`config.mk`:
```
export PLATFORM = sky130hd
export DESIGN_NAME = ssd_scan_decoder
export DESIGN_NICKNAME = d
export VERILOG_FILES = /design/src/rtl/ssd_pkg.sv /design/src/rtl/ssd_seg2hex.sv /design/src/rtl/ssd_scan_decoder.sv
export SDC_FILE = /design/constraint.sdc
export NUM_CORES = 1
export LEC_CHECK = 0
export CAP_MARGIN = 20
export CORE_ASPECT_RATIO = 1.2
export CORE_UTILIZATION = 58
export DETAILED_ROUTE_END_ITERATION = 8
export PLACE_DENSITY = 0.81
export SLEW_MARGIN = 20
export SYNTH_ARGS = -nofsm -noshare
export SYNTH_HDL_FRONTEND = slang
export SYNTH_SLANG_ARGS = --single-unit
```
`constraint.sdc`:
```
create_clock -name clk -period 4.5 [get_ports clk]
set_input_delay 0.45 -clock clk [delete_from_list [all_inputs] [get_ports clk]]
set_output_delay 0.45 -clock clk [all_outputs]
set_load 0.05 [all_outputs]
```
`src/rtl/ssd_pkg.sv`:
```
// Shared seven-segment definitions used by the display encoder and the scan decoder.
// Segment bytes are active-low, bit7..bit0 = a,b,c,d,e,f,g,dp, with dp off.
package ssd_pkg;

  localparam logic [7:0] SS_0     = 8'h03;
  localparam logic [7:0] SS_1     = 8'h9F;
  localparam logic [7:0] SS_2     = 8'h25;
  localparam logic [7:0] SS_3     = 8'h0D;
  localparam logic [7:0] SS_4     = 8'h99;
  localparam logic [7:0] SS_5     = 8'h49;
  localparam logic [7:0] SS_6     = 8'h41;
  localparam logic [7:0] SS_7     = 8'h1F;
  localparam logic [7:0] SS_8     = 8'h01;
  localparam logic [7:0] SS_9     = 8'h09;
  localparam logic [7:0] SS_A     = 8'h11;
  localparam logic [7:0] SS_B     = 8'hC1;
  localparam logic [7:0] SS_C     = 8'h63;
  localparam logic [7:0] SS_D     = 8'h85;
  localparam logic [7:0] SS_E     = 8'h61;
  localparam logic [7:0] SS_F     = 8'h71;
  localparam logic [7:0] SS_BLANK = 8'hFF;

  localparam logic [3:0] DIG0 = 4'b1110;
  localparam logic [3:0] DIG1 = 4'b1101;
  localparam logic [3:0] DIG2 = 4'b1011;
  localparam logic [3:0] DIG3 = 4'b0111;

  localparam int NUM_DIGITS = 4;

  typedef logic [1:0] digit_idx_t;

  typedef struct packed {
    logic [3:0] nib;
    logic       dp;
    logic       err;
  } digit_t;

  // True when exactly one active-low digit enable is asserted.
  function automatic logic is_one_cold(input logic [3:0] ctl);
    return $onehot(~ctl);
  endfunction

  function automatic digit_idx_t cold_index(input logic [3:0] ctl);
    digit_idx_t idx;
    idx = '0;
    for (int i = 0; i < NUM_DIGITS; i++) begin
      if (!ctl[i]) idx = digit_idx_t'(i);
    end
    return idx;
  endfunction

endpackage

```
`src/rtl/ssd_seg2hex.sv`:
```
// Maps an active-low a..g segment pattern back to its hex nibble.
// Patterns outside the 16-glyph table return nibble 0 with invalid set.
module ssd_seg2hex
  import ssd_pkg::*;
(
  input  logic [6:0] pattern,
  output logic [3:0] nibble,
  output logic       invalid
);

  // NOTE: both outputs get a default first, so no path through the case can infer a latch.
  always_comb begin
    nibble  = 4'h0;
    invalid = 1'b0;
    case (pattern)
      SS_0[7:1]: nibble = 4'h0;
      SS_1[7:1]: nibble = 4'h1;
      SS_2[7:1]: nibble = 4'h2;
      SS_3[7:1]: nibble = 4'h3;
      SS_4[7:1]: nibble = 4'h4;
      SS_5[7:1]: nibble = 4'h5;
      SS_6[7:1]: nibble = 4'h6;
      SS_7[7:1]: nibble = 4'h7;
      SS_8[7:1]: nibble = 4'h8;
      SS_9[7:1]: nibble = 4'h9;
      SS_A[7:1]: nibble = 4'hA;
      SS_B[7:1]: nibble = 4'hB;
      SS_C[7:1]: nibble = 4'hC;
      SS_D[7:1]: nibble = 4'hD;
      SS_E[7:1]: nibble = 4'hE;
      SS_F[7:1]: nibble = 4'hF;
      default:   invalid = 1'b1;
    endcase
  end

endmodule

```
`src/rtl/ssd_scan_decoder.sv`:
```
// Loopback monitor for the multiplexed 4-digit display bus: synchronizes, debounces,
// decodes each digit and publishes a complete 16-bit frame once all four were seen.
module ssd_scan_decoder
  import ssd_pkg::*;
#(
  parameter int STABLE_CYCLES = 4,
  parameter int SYNC_STAGES   = 2
) (
  input  logic        clk,
  input  logic        rst_n,
  input  logic [7:0]  D_ssd,
  input  logic [3:0]  ssd_ctl,
  output logic [15:0] value,
  output logic [3:0]  dp,
  output logic        frame_valid,
  output logic [3:0]  frame_err,
  output logic        busy
);

  localparam logic [7:0] STABLE  = 8'(STABLE_CYCLES);
  localparam logic [7:0] CNT_MAX = 8'hFF;

  logic [11:0] sync_q [SYNC_STAGES];
  logic [7:0]  s_seg;
  logic [3:0]  s_ctl;
  logic [11:0] prev_q;
  logic [7:0]  cnt_q;
  logic [7:0]  cnt_now;
  logic        changed;
  logic        capture;
  digit_idx_t  cap_idx;
  logic [3:0]  dec_nib;
  logic        dec_invalid;
  digit_t [3:0] stage_q;
  logic [3:0]  seen_q;

  // NOTE: sequential state uses non-blocking assignments so every flop samples pre-edge values.
  always_ff @(posedge clk or negedge rst_n) begin
    if (!rst_n) begin
      for (int i = 0; i < SYNC_STAGES; i++) sync_q[i] <= '0;
    end else begin
      sync_q[0] <= {D_ssd, ssd_ctl};
      for (int i = 1; i < SYNC_STAGES; i++) sync_q[i] <= sync_q[i-1];
    end
  end

  assign {s_seg, s_ctl} = sync_q[SYNC_STAGES-1];

  ssd_seg2hex u_seg2hex (
    .pattern (s_seg[7:1]),
    .nibble  (dec_nib),
    .invalid (dec_invalid)
  );

  // cnt_now is the length of the current dwell including this cycle.
  always_comb begin
    changed = ({s_seg, s_ctl} != prev_q);
    if (changed)               cnt_now = 8'd1;
    else if (cnt_q == CNT_MAX) cnt_now = CNT_MAX;
    else                       cnt_now = cnt_q + 8'd1;
    // The second term stops a counter parked at 255 from recapturing every cycle.
    capture = is_one_cold(s_ctl) && (cnt_now == STABLE) && (changed || (cnt_q != STABLE));
    cap_idx = cold_index(s_ctl);
  end

  // NOTE: the staging array is four small flop registers rather than a RAM, so reset clears it.
  always_ff @(posedge clk or negedge rst_n) begin
    if (!rst_n) begin
      prev_q      <= '0;
      cnt_q       <= '0;
      stage_q     <= '0;
      seen_q      <= '0;
      value       <= '0;
      dp          <= '0;
      frame_err   <= '0;
      frame_valid <= 1'b0;
    end else begin
      prev_q      <= {s_seg, s_ctl};
      cnt_q       <= cnt_now;
      frame_valid <= (seen_q == 4'hF);
      if (seen_q == 4'hF) begin
        for (int k = 0; k < NUM_DIGITS; k++) begin
          value[4*k +: 4] <= stage_q[k].nib;
          dp[k]           <= stage_q[k].dp;
          frame_err[k]    <= stage_q[k].err;
        end
      end
      if (capture) stage_q[cap_idx] <= '{nib: dec_nib, dp: ~s_seg[0], err: dec_invalid};
      // A capture landing on the completion cycle starts the next frame.
      seen_q <= ((seen_q == 4'hF) ? 4'h0 : seen_q) | (capture ? (4'b0001 << cap_idx) : 4'h0);
    end
  end

  assign busy = |seen_q;

endmodule

```
==> key figures <==
Routing
  – Metal3 WL: 215 µm
  – Metal2 WL: 3520 µm
  – Routed met1 length: 3030 µm
  – Vias per cell: 5.57
  – Antenna-violating nets left: 0
  – Remaining DRCs: 0
  – Highest Signal Layer: met4
  – Initial DRC Count: 231
  – Vias post-DR: 2581
  – Drt first pass iters: 4
  – Routed WL: 6930 µm
  – DR WL/cell: 15.0 µm

STA
  – Setup tns final: 0 ns
  – Final setup violation count: 0
  – RSZ-0062 raised after global routing: false
  – Worst Max-Slew Pin Slew: 1.01 ns
  – Setup WS post-layout: 1.19 ns
  – Final Hold Viols: 0
  – Headroom to the max-slew limit: 31.7%
  – F_max: 302 MHz
  – Tmin final: 3.31 ns
  – Max-slew violations: 0
  – Period utilization: 73.5%
  – Setup Skew: 0.0103 ns

Die
  – Initial Util: 60.8%
  – Total die area: 7180 µm²
  – Die height: 92.6 µm
  – Rows: 32
  – IO Pins: 40
  – Core box area: 6530 µm²
  – Die Span X: 77.5 µm

Logic synthesis
  – Post-synthesis sequential area ratio: 61.2%
  – Post-Synth Simple-Gate Area: 18.2%
  – Compound-Gate Fraction of Synth Area: 5.08%
  – Synthesized area: 3970 µm²
  – Post-synth top cells: 97 x dfrtp_1, 70 x nand2_1, 20 x mux2_2
  – Cell with the most instances after synthesis: dfrtp_1
  – Ys Warns: 0
  – Largest cells by area after synthesis: dfrtp_1 61%, nand2_1 6.6%, mux2_2 5.7%
  – Adder-cell share of the synthesized area: 1.77%
  – Mean Syn Cell Area: 11.8 µm²
  – Largest area contributor in the netlist: dfrtp_1
  – Post-synth top flop: dfrtp_1
  – Yosys reg bits: 97
  – Distinct cells, synth: 45
  – Post-Synth XOR/XNOR Area: 3.75%
  – Ys async rst share: 100%
  – Multiplexer share of the synthesized area: 6.94%
  – Area share of the largest cell type after synthesis: 61.2%
  – Post-Syn Instances: 337
  – EDFF count, synth: 0
  – Largest family of logic cells by synthesized area: simple AND/OR/NAND/NOR gates
  – Syn Nets: 356

Critical path
  – Req. time, crit path: 4.74 ns
  – Worst-path maximum fanout: 7
  – Critical Path AT: 3.55 ns
  – Crit end category: register
  – Critical path launch point type: register
  – Reg2reg path depth: 9
  – WS Path Type: register to register

GRT
  – GR Overflow Total: 0
  – First-pass GRT wire length: 12000 µm
  – GRT Util Overall: 21.9%
  – Initial antenna violation count: 0
  – Largest net degree at the start of global routing: 58
  – Vias in the first global route: 2512

Clock network
  – Sink Count: 97
  – CTS max path bufs: 2
  – Cts repair resizes: 0
  – CTS H-tree depth: 3
  – Clk Tree Root Cell: clkbuf_8
  – CTS tree: yes
  – Clock transition at path regs: 0.08 ns
  – Num CTS Buffers: 9
  – Cts hold-fix bufs: 0
  – Postcts setup bufs: 0
  – Clk Latency, worst-skew pair: 0.36 ns

Layout
  – Final net count: 393
  – Sequential cell area: 2430 µm²
  – Fill cells: 473
  – Area growth, synth to finish: 15.9%
  – Final core utilization: 70.5%
  – Diodes inserted: 0
  – Area of the multi-input gates: 1420 µm²
  – Share of layout cells above drive strength 1: 12.2%
  – Final Non-Filler Cells: 463

Placement
  – # port buffers: 39
  – GP Congestion: 0.825
  – Final HPWL DP: 4740 µm
  – Pre-CTS setup slack: 1.17 ns
  – Post-Place Cells: 448

Worst hold path
  – Hold Path Class: input pin to async pin

Power and ir drop
  – Overall power: 1.52 mW
  – Maximum vdd ir drop: 285 µV
  – Static Leakage: 2.14 nW
  – Power Density: 331 nW/µm²

Flow run
  – Max_cap viols: 0

Run status
  – Status: completed
==> where the power goes <==
group          internal [mW]  switching [mW]  total [mW]
logic                 0.0268          0.0339      0.0607
clock network          0.270           0.285       0.555
registers              0.887          0.0209       0.908
total                   1.18           0.339        1.52
==> cell families after synthesis <==
family / after synthesis
compound gates: 30
flops: 97
mux: 25
fa+ha+maj: 5
buf+inv: 28
simple gates: 135
xor+xnor: 17
==> metrics by stage <==
stage               hold slack (ns)  instance area, µm²
floorplan                     0.154                3970
global placement              0.332                4400
detailed placement            0.335                4400
CTS                           0.150                4600
global route                  0.176                4600
finish                        0.133                4600
==> cell type report <==
cell class	count	share of cell area, %
Clock buffer	11	3.07
Clock inverter	4	1.17
Inverter	13	1.06
Multi-Input combinational cell	212	30.8
Sequential cell	97	52.8
Tap cell	85	2.31
Timing Repair Buffer	41	8.76
==> placed cells by master (no fill, tap or decap), types with 2 or more instances in the layout <==
cell	Yosys	final
mux2i_1	5	5
nand2_1	70	70
ha_1	4	4
nand4_1	6	6
xor2_1	14	14
o21ai_0	7	7
a21oi_1	7	7
and4_1	2	2
clkinvlp_4	0	2
a21o_1	4	4
nor3_1	8	8
mux2_2	20	20
inv_1	13	13
nor4_1	5	5
clkbuf_8	0	10
nor2_1	9	9
nor4_4	4	4
nand3_1	11	11
and3_1	3	3
nand4b_1	3	3
a31oi_1	2	2
nor3b_1	2	2
dfrtp_1	97	97
nor4bb_1	2	2
or3b_2	2	2
xnor2_1	3	3
clkdlybuf4s50_1	0	38
buf_4	0	3
a211oi_1	2	2
nand2b_1	2	2
==> flip-flops by register name, indices dropped and copies added (netlist names) <==
signal,count
value,16
s_seg,8
frame_err,4
s_ctl,4
sync_q,12
stage_q,24
frame_valid,1
prev_q,12
cnt_q,8
dp,4
seen_q,4
==> final timing paths <==
check | startpoint | to | slack (ns)
min in group clk | sync_q[14] | s_ctl[2] | 0.35
max in group asynchronous | rst_n | stage_q[20] | 3.40
hold reg to reg | sync_q[14] | s_ctl[2] | 0.35
setup / recovery | s_ctl[3] | stage_q[11] | 1.19
setup reg to reg | s_ctl[3] | stage_q[11] | 1.19
hold / removal | rst_n | s_seg[4] | 0.13
==> critical path, cell delays in order, from the launching register on <==
cell	delay, ns
dfrtp_1	0.46
fa_1	0.51
inv_1	0.04
ha_1	0.18
ha_1	0.26
nand2b_1	0.14
nor4_1	0.22
nand3_1	0.35
nor4_4	0.63
mux2_2	0.40
==> routing by layer <==
metal,vias to the layer above,global-route usage (%)
li1,1227,-
met1,1277,28.0
met2,60,36.3
met3,17,4.73
met4,0,9.28
met5,-,0
Power figures use the tool's default switching activity.
